===== src/rtl/gcd_controller.sv =====
// gcd_controller: control FSM for the subtract-and-compare GCD datapath (rev 1.0).
// Optional iteration limit enabled by defining GCD_CTRL_TIMEOUT_EN.
`default_nettype none

module gcd_controller #(
  parameter int WIDTH    = 16,
  parameter int CNT_W    = 16,
  parameter int MAX_ITER = 65535
) (
  input  logic             clk,
  input  logic             rst_n,
  input  logic             start_i,
  input  logic             in_valid_i,
  input  logic [WIDTH-1:0] data_in_i,
  input  logic             lt_i,
  input  logic             gt_i,
  input  logic             eq_i,
  output logic             in_ready_o,
  output logic             ldA_o,
  output logic             ldB_o,
  output logic             sel1_o,
  output logic             sel2_o,
  output logic             sel_in_o,
  output logic             busy_o,
  output logic             done_o,
  output logic             err_o,
  output logic [CNT_W-1:0] iter_cnt_o
);

  typedef enum logic [2:0] {
    S_IDLE   = 3'd0,
    S_LOAD_A = 3'd1,
    S_LOAD_B = 3'd2,
    S_ITER   = 3'd3,
    S_FIXUP  = 3'd4,
    S_DONE   = 3'd5
  } state_e;

  state_e           state_q;
  logic             busy_q;
  logic             done_q;
  logic             err_q;
  logic             a_zero_q;
  logic [CNT_W-1:0] iter_cnt_q;
  logic [CNT_W-1:0] iter_cnt_d;
  logic             timeout_hit;
  logic             data_zero;

  assign data_zero = (data_in_i == '0);

`ifdef GCD_CTRL_TIMEOUT_EN
  assign timeout_hit = (iter_cnt_q == CNT_W'(MAX_ITER)) && !eq_i;
`else
  logic unused_max_iter;
  assign unused_max_iter = (MAX_ITER != 0);
  assign timeout_hit     = 1'b0;
`endif

  // Saturating count: never wraps back to zero on very long runs.
  assign iter_cnt_d = (iter_cnt_q == {CNT_W{1'b1}}) ? iter_cnt_q : iter_cnt_q + 1'b1;

  always_ff @(posedge clk or negedge rst_n) begin
    if (!rst_n) begin
      state_q    <= S_IDLE;
      busy_q     <= 1'b0;
      done_q     <= 1'b0;
      err_q      <= 1'b0;
      a_zero_q   <= 1'b0;
      iter_cnt_q <= '0;
    end else begin
      done_q <= 1'b0;
      case (state_q)
        S_IDLE: begin
          if (start_i) begin
            state_q    <= S_LOAD_A;
            iter_cnt_q <= '0;
            err_q      <= 1'b0;
            busy_q     <= 1'b1;
          end
        end
        S_LOAD_A: begin
          if (in_valid_i) begin
            a_zero_q <= data_zero;
            state_q  <= S_LOAD_B;
          end
        end
        S_LOAD_B: begin
          if (in_valid_i) begin
            if (data_zero)     state_q <= S_DONE;
            else if (a_zero_q) state_q <= S_FIXUP;
            else               state_q <= S_ITER;
          end
        end
        S_ITER: begin
          if (timeout_hit) begin
            err_q   <= 1'b1;
            state_q <= S_DONE;
          end else if (eq_i) begin
            state_q <= S_DONE;
          end else if (gt_i || lt_i) begin
            iter_cnt_q <= iter_cnt_d;
          end
        end
        S_FIXUP: state_q <= S_DONE;
        S_DONE: begin
          done_q  <= 1'b1;
          busy_q  <= 1'b0;
          state_q <= S_IDLE;
        end
        default: state_q <= S_IDLE;
      endcase
    end
  end

  // Datapath strobes follow the current state and compare flags directly.
  always_comb begin
    in_ready_o = 1'b0;
    ldA_o      = 1'b0;
    ldB_o      = 1'b0;
    sel1_o     = 1'b0;
    sel2_o     = 1'b0;
    sel_in_o   = 1'b0;
    case (state_q)
      S_LOAD_A: begin
        in_ready_o = 1'b1;
        ldA_o      = in_valid_i;
        sel_in_o   = in_valid_i;
      end
      S_LOAD_B: begin
        in_ready_o = 1'b1;
        ldB_o      = in_valid_i;
        sel_in_o   = in_valid_i;
      end
      S_ITER: begin
        if (!timeout_hit && !eq_i) begin
          if (gt_i) begin
            ldA_o  = 1'b1;
            sel2_o = 1'b1;
          end else if (lt_i) begin
            ldB_o  = 1'b1;
            sel1_o = 1'b1;
          end
        end
      end
      S_FIXUP: begin
        ldA_o  = 1'b1;
        sel1_o = 1'b1;
      end
      default: ;
    endcase
  end

  assign busy_o     = busy_q;
  assign done_o     = done_q;
  assign err_o      = err_q;
  assign iter_cnt_o = iter_cnt_q;

endmodule

`default_nettype wire


===== config.mk =====
export PLATFORM = sky130hd
export DESIGN_NAME = gcd_controller
export DESIGN_NICKNAME = d
export VERILOG_FILES = /design/src/rtl/gcd_controller.sv
export SDC_FILE = /design/constraint.sdc
export NUM_CORES = 1
export LEC_CHECK = 0
export ABC_AREA = 0
export ABC_CLOCK_PERIOD_IN_PS = 4600
export BUFFER_PORTS_ARGS = -buffer_cell sky130_fd_sc_hd__clkbuf_2
export CORE_MARGIN = 1.5
export CORE_UTILIZATION = 54
export DETAILED_ROUTE_END_ITERATION = 6
export PLACE_DENSITY = 0.93
export SYNTH_ARGS = -nofsm -noshare
export SYNTH_HDL_FRONTEND = slang
export SYNTH_SLANG_ARGS = --single-unit

===== constraint.sdc =====
create_clock -name clk -period 4.6 [get_ports clk]
set_clock_uncertainty 0.05 [all_clocks]
set_input_delay 1.38 -clock clk [delete_from_list [all_inputs] [get_ports clk]]
set_output_delay 1.38 -clock clk [all_outputs]
set_load 0.01 [all_outputs]

# Yosys cells after proc, flatten, opt, wreduce, memory -nomap -nowiden
# Index checks and enable logic that the tools add are counted.
word_totals:
  mem_bits_ro: 0
  latchBits: 0
  wordCells: 55
  reg_bits: 22
  input_bits: 23
  memories: 0
  ramBits: 0
op_classes:
  div_mod_pow: 0
  magnitude_cmp: 0
  shifts: 0
  n_addsub: 1
  n_eq_ne: 13
  muxes: 26
  n_mul: 0
  n_reduce_logical: 10
  n_bitwise: 0
ops:
  columns: ["cell", "n"]
  rows:
  - ["16-bit 2-to-1 mux", 4]
  - ["16-bit one-hot mux with 2 select lines", 1]
  - ["3-bit 2-to-1 mux", 6]
  - ["16-bit by 1-bit adder with 16-bit output, second input constant", 1]
  - ["16-bit == test, second input constant", 1]
  - ["16-bit logical NOT", 1]
  - ["3-bit one-hot mux with 5 select lines", 1]
  - ["2-bit inequality test, second input constant", 7]
  - ["1-bit 2-to-1 mux", 10]
  - ["3-bit by 2-bit == test with 1-bit output, second input constant", 2]
  - ["3-bit == test, second input constant", 2]
  - ["1-bit one-hot mux with 2 select lines", 3]
  - ["5-bit AND reduction", 1]
  - ["2-bit AND reduction", 2]
  - ["4-bit AND reduction", 1]
  - ["2-bit nonzero test", 2]
  - ["3-bit by 1-bit == test with 1-bit output, second input constant", 1]
  - ["3-bit logical NOT", 1]
  - ["1-bit one-hot mux with 3 select lines", 1]
  - ["2-bit OR reduction", 1]
  - ["1-bit logical OR", 1]

# Depth between registers and ports, before layout
depth:
  word_depth: 5
  depth_mapped: 6

# Worst setup path after synthesis
# Ideal clock, no wire load.
synth_path:
  path_kind: "input to output"
  from: "input port eq_i"
  to: "output port ldA_o"
  setup_slack_ns: 1.220
  n_path_buf: 0
  path_stages: 2
  required_time_ns: 3.170
  arrival_ns: 1.950
  cell_sequence: "nor3b_1 > o21bai_1"
synth_between:
  elab_chain_len: 2
synth_lines:
  columns: ["item", "line_no", "text"]
  rows:
  - ["start, declared", "17", "input logic eq_i,"]
  - ["1-bit 2-to-1 mux", "135", "if (!timeout_hit && !eq_i) begin"]
  - ["1-bit one-hot mux with 3 select lines", "123", "case (state_q)"]
  - ["end, declared", "19", "output logic ldA_o,"]
# No other way between the ends.

# Final worst setup path
layout_path:
  from: "input port in_valid_i"
  to: "output port ldA_o"
layout_between:
  elab_chain_len: 1
layout_lines:
  columns: ["item", "line_no", "text"]
  rows:
  - ["start, declared", "13", "input logic in_valid_i,"]
  - ["1-bit one-hot mux with 3 select lines", "123", null]
# No other way between the ends.

==> flow_summary.ini <==
[global_route]
antenna_found_initial = 0
grt_usage_pct = 24.3
grt_pass1_wl_um = 5220
grt_pass1_vias = 1189
grt_start_max_net_pins = 23
grt_overflow_total = 0

[worst_setup_path]
r2r_cells = 4
r2r_slack_ns = 2.06
crit_start = in_valid_i
required_ns = 3.17
start_kind = primary input
r2r-start = state_q[0]
critPathCapture = ldA_o
critPathArrivalTime_ns = 2.14
endpoint_kind = primary output
r2r-end = iter_cnt_o[5]
cp_max_fo = 7
crit_type = in -> out

[logic_synthesis]
synthAdderAreaFrac_pct = 0.877
synthMuxAreaShare_pct = 2.98
syn_avg_cell_area_um2 = 9.32
yosys_warnings = 0
synth_area_leaders = dfrtp_1, a31oi_1, nand2_1, o21ai_0, nand4_1
syn_nets = 177
synth-edff-count = 0
synth_cells = 153
ys_seq_area_share_pct = 38.6
synth.cell_area_mm2 = 0.00143
ys.flop_type = dfrtp_1
synth_compound_area_share_pct = 23.9
synthTopCellsByCount = dfrtp_1, a31oi_1, nand2_1
synth_top_family_by_area = simple AND/OR/NAND/NOR gates
synth_xor_area_share_pct = 0.614
synth_top_area_share_pct = 38.6
ys_ff_latch = 22
synthArstFlopShare_pct = 100
yosys.area.top_type = dfrtp_1
synthDistinctLibCells = 47
synth.most_common_cell = dfrtp_1
synthSimpleGateAreaFrac_pct = 26.8

[sta]
tns_ns = 0
slew_headroom_pct = 28.3
fmax_ghz = 0.280
setup_viol = 0
slew_violations = 0
final_hold_viol_count = 0
fin_crit_sh_pct = 77.7
grt_setup_unrepaired = no
worst_slew_pin_slew_ns = 1.07
post-route-min-period_ns = 3.57

[cts]
cts_sinks = 22
clockRootBuffer = clkbuf_4
clk_latency_ns = 0.31
cts_tree = yes
clk_pin_slew_ns = 0.12
cts_hold_buf = 0
htreeDepth = 1
cts_buffer_depth = 2
cts-resized-gates = 0
cts_made_buffers = 3
post_cts_buffers = 0

[min_path]
worstHoldPathType = reg -> reg
hold_path_depth = 1

[cells_and_area]
final_layout_size_suffix_gt1_share_pct = 30.4
nets = 220
utilization_pct = 67.1
area_delta_synth_final_pct = 16.5
final_area_mm2 = 0.00166
antennaDiodeCount = 0

[die]
core-area_mm2 = 0.00248
ios = 48
die-area_mm2 = 0.00296
initial_utilization_pct = 57.6
die_w_um = 54.4
dieHeight_um = 54.4
rows = 18

[drt]
viasPerCell = 6.24
drc = 0
wl_per_cell_um = 14.5
antenna_left = 0
wl_um = 3240
drt-initial-drc-count = 24
vias = 1397
dr.pass1.iters = 4

[outcome]
status = finished clean

[power]
clockPowerShare_pct = 10.5
leakagePower_nw = 0.782
power.internal_mw = 0.454
ir_drop_v = 0.000432
p_sw_mw = 0.379
swShare_pct = 45.5
power_mw = 0.833
combPwrFrac_pct = 47.0
seq_power_share_pct = 42.4
p_per_area_mw_per_mm2 = 501

[placed_design]
port_buffers = 46
gp_congestion = 0.843
dpl_cell_area_mm2 = 0.00164
hpwl_um = 2370

[flow_run]
drv_cap = 0
[metal layers]
layer,part of all wire (%),GRT usage (%)
met5,0,0
met4,1.6,11.3
met3,4.9,3.01
met2,51,41.8
met1,42,30.1
[layout make-up]
| type | count | area (um2) |
|---|---|---|
| inverters | 8 | 30.0 |
| fillers | 204 | 816 |
| flip-flops and latches | 22 | 551 |
| clock buffers | 3 | 22.5 |
| repair buffers | 46 | 230 |
| well taps | 30 | 37.5 |
| multi-input cells | 115 | 791 |
[flip-flops by register name, summed over array words and instances (netlist names)]
register / cells
iter_cnt_o: 16
busy_o: 1
done_o: 1
a_zero_q: 1
state_q: 3
[kinds of logic (layout without fill, tap and decap cells)]
| group | after synthesis | count (layout) |
|---|---|---|
| buf+inv | 16 | 57 |
| mux | 4 | 4 |
| fa+ha+maj | 1 | 1 |
| other cells | 1 | 1 |
| xor+xnor | 1 | 1 |
| compound gates | 48 | 48 |
| flops | 22 | 22 |
| simple gates | 60 | 60 |
[critical path, cell delays in order]
cell and delay [ns]:
clkbuf_2 0.15, nand2_1 0.07, mux2_2 0.28, o21bai_1 0.12, clkbuf_2 0.15
[per-stage QoR]
stage / std cells / hold slack (ns) / setup WS, ns
floorplan: 153 / 0.415 / 1.22
global placement: 221 / 0.435 / 1.06
detailed placement: 221 / 0.441 / 1.03
CTS: 224 / 0.458 / 1.03
global route: 224 / 0.487 / 0.969
finish: 224 / 0.455 / 1.03
[power groups by stage]
stage          clock (mW)  sequential (mW)  combinational, mW
2_1_floorplan           0            0.333              0.295
3_3_place_gp            0            0.349              0.382
4_1_cts            0.0910            0.350              0.394
5_1_grt             0.101            0.368              0.438
6_report           0.0879            0.353              0.392
3_5_place_dp            0            0.354              0.392
[worst min-delay path by stage]
stage | end | slack (ns) | from
after CTS | state_q[1] | 0.46 | a_zero_q
after global placement | state_q[1] | 0.44 | a_zero_q
after detailed placement | state_q[1] | 0.44 | a_zero_q
final | state_q[1] | 0.45 | a_zero_q
after floorplan | state_q[1] | 0.42 | a_zero_q
after global routing | state_q[1] | 0.49 | a_zero_q
[cell usage in the layout (no fill, tap or decap), types with 2 or more instances in the layout]
| cell type | instances |
|---|---|
| and4_1 | 3 |
| and3b_1 | 2 |
| clkbuf_2 | 46 |
| nand3_1 | 6 |
| clkbuf_4 | 3 |
| o31ai_1 | 3 |
| inv_1 | 8 |
| a21oi_1 | 4 |
| o31a_1 | 3 |
| nand3b_1 | 2 |
| nor4_1 | 5 |
| a31oi_1 | 13 |
| a2bb2oi_1 | 3 |
| a21o_1 | 2 |
| a41oi_1 | 3 |
| nand2_1 | 13 |
| nand4_1 | 5 |
| mux2i_1 | 2 |
| o21ai_0 | 8 |
| o21a_1 | 2 |
| a21boi_0 | 2 |
| dfrtp_1 | 22 |
| or4_4 | 2 |
| mux2_2 | 2 |
| nor3_1 | 5 |
| nand2b_1 | 2 |
| nor2_1 | 5 |
(Power assumes the default switching activity.)
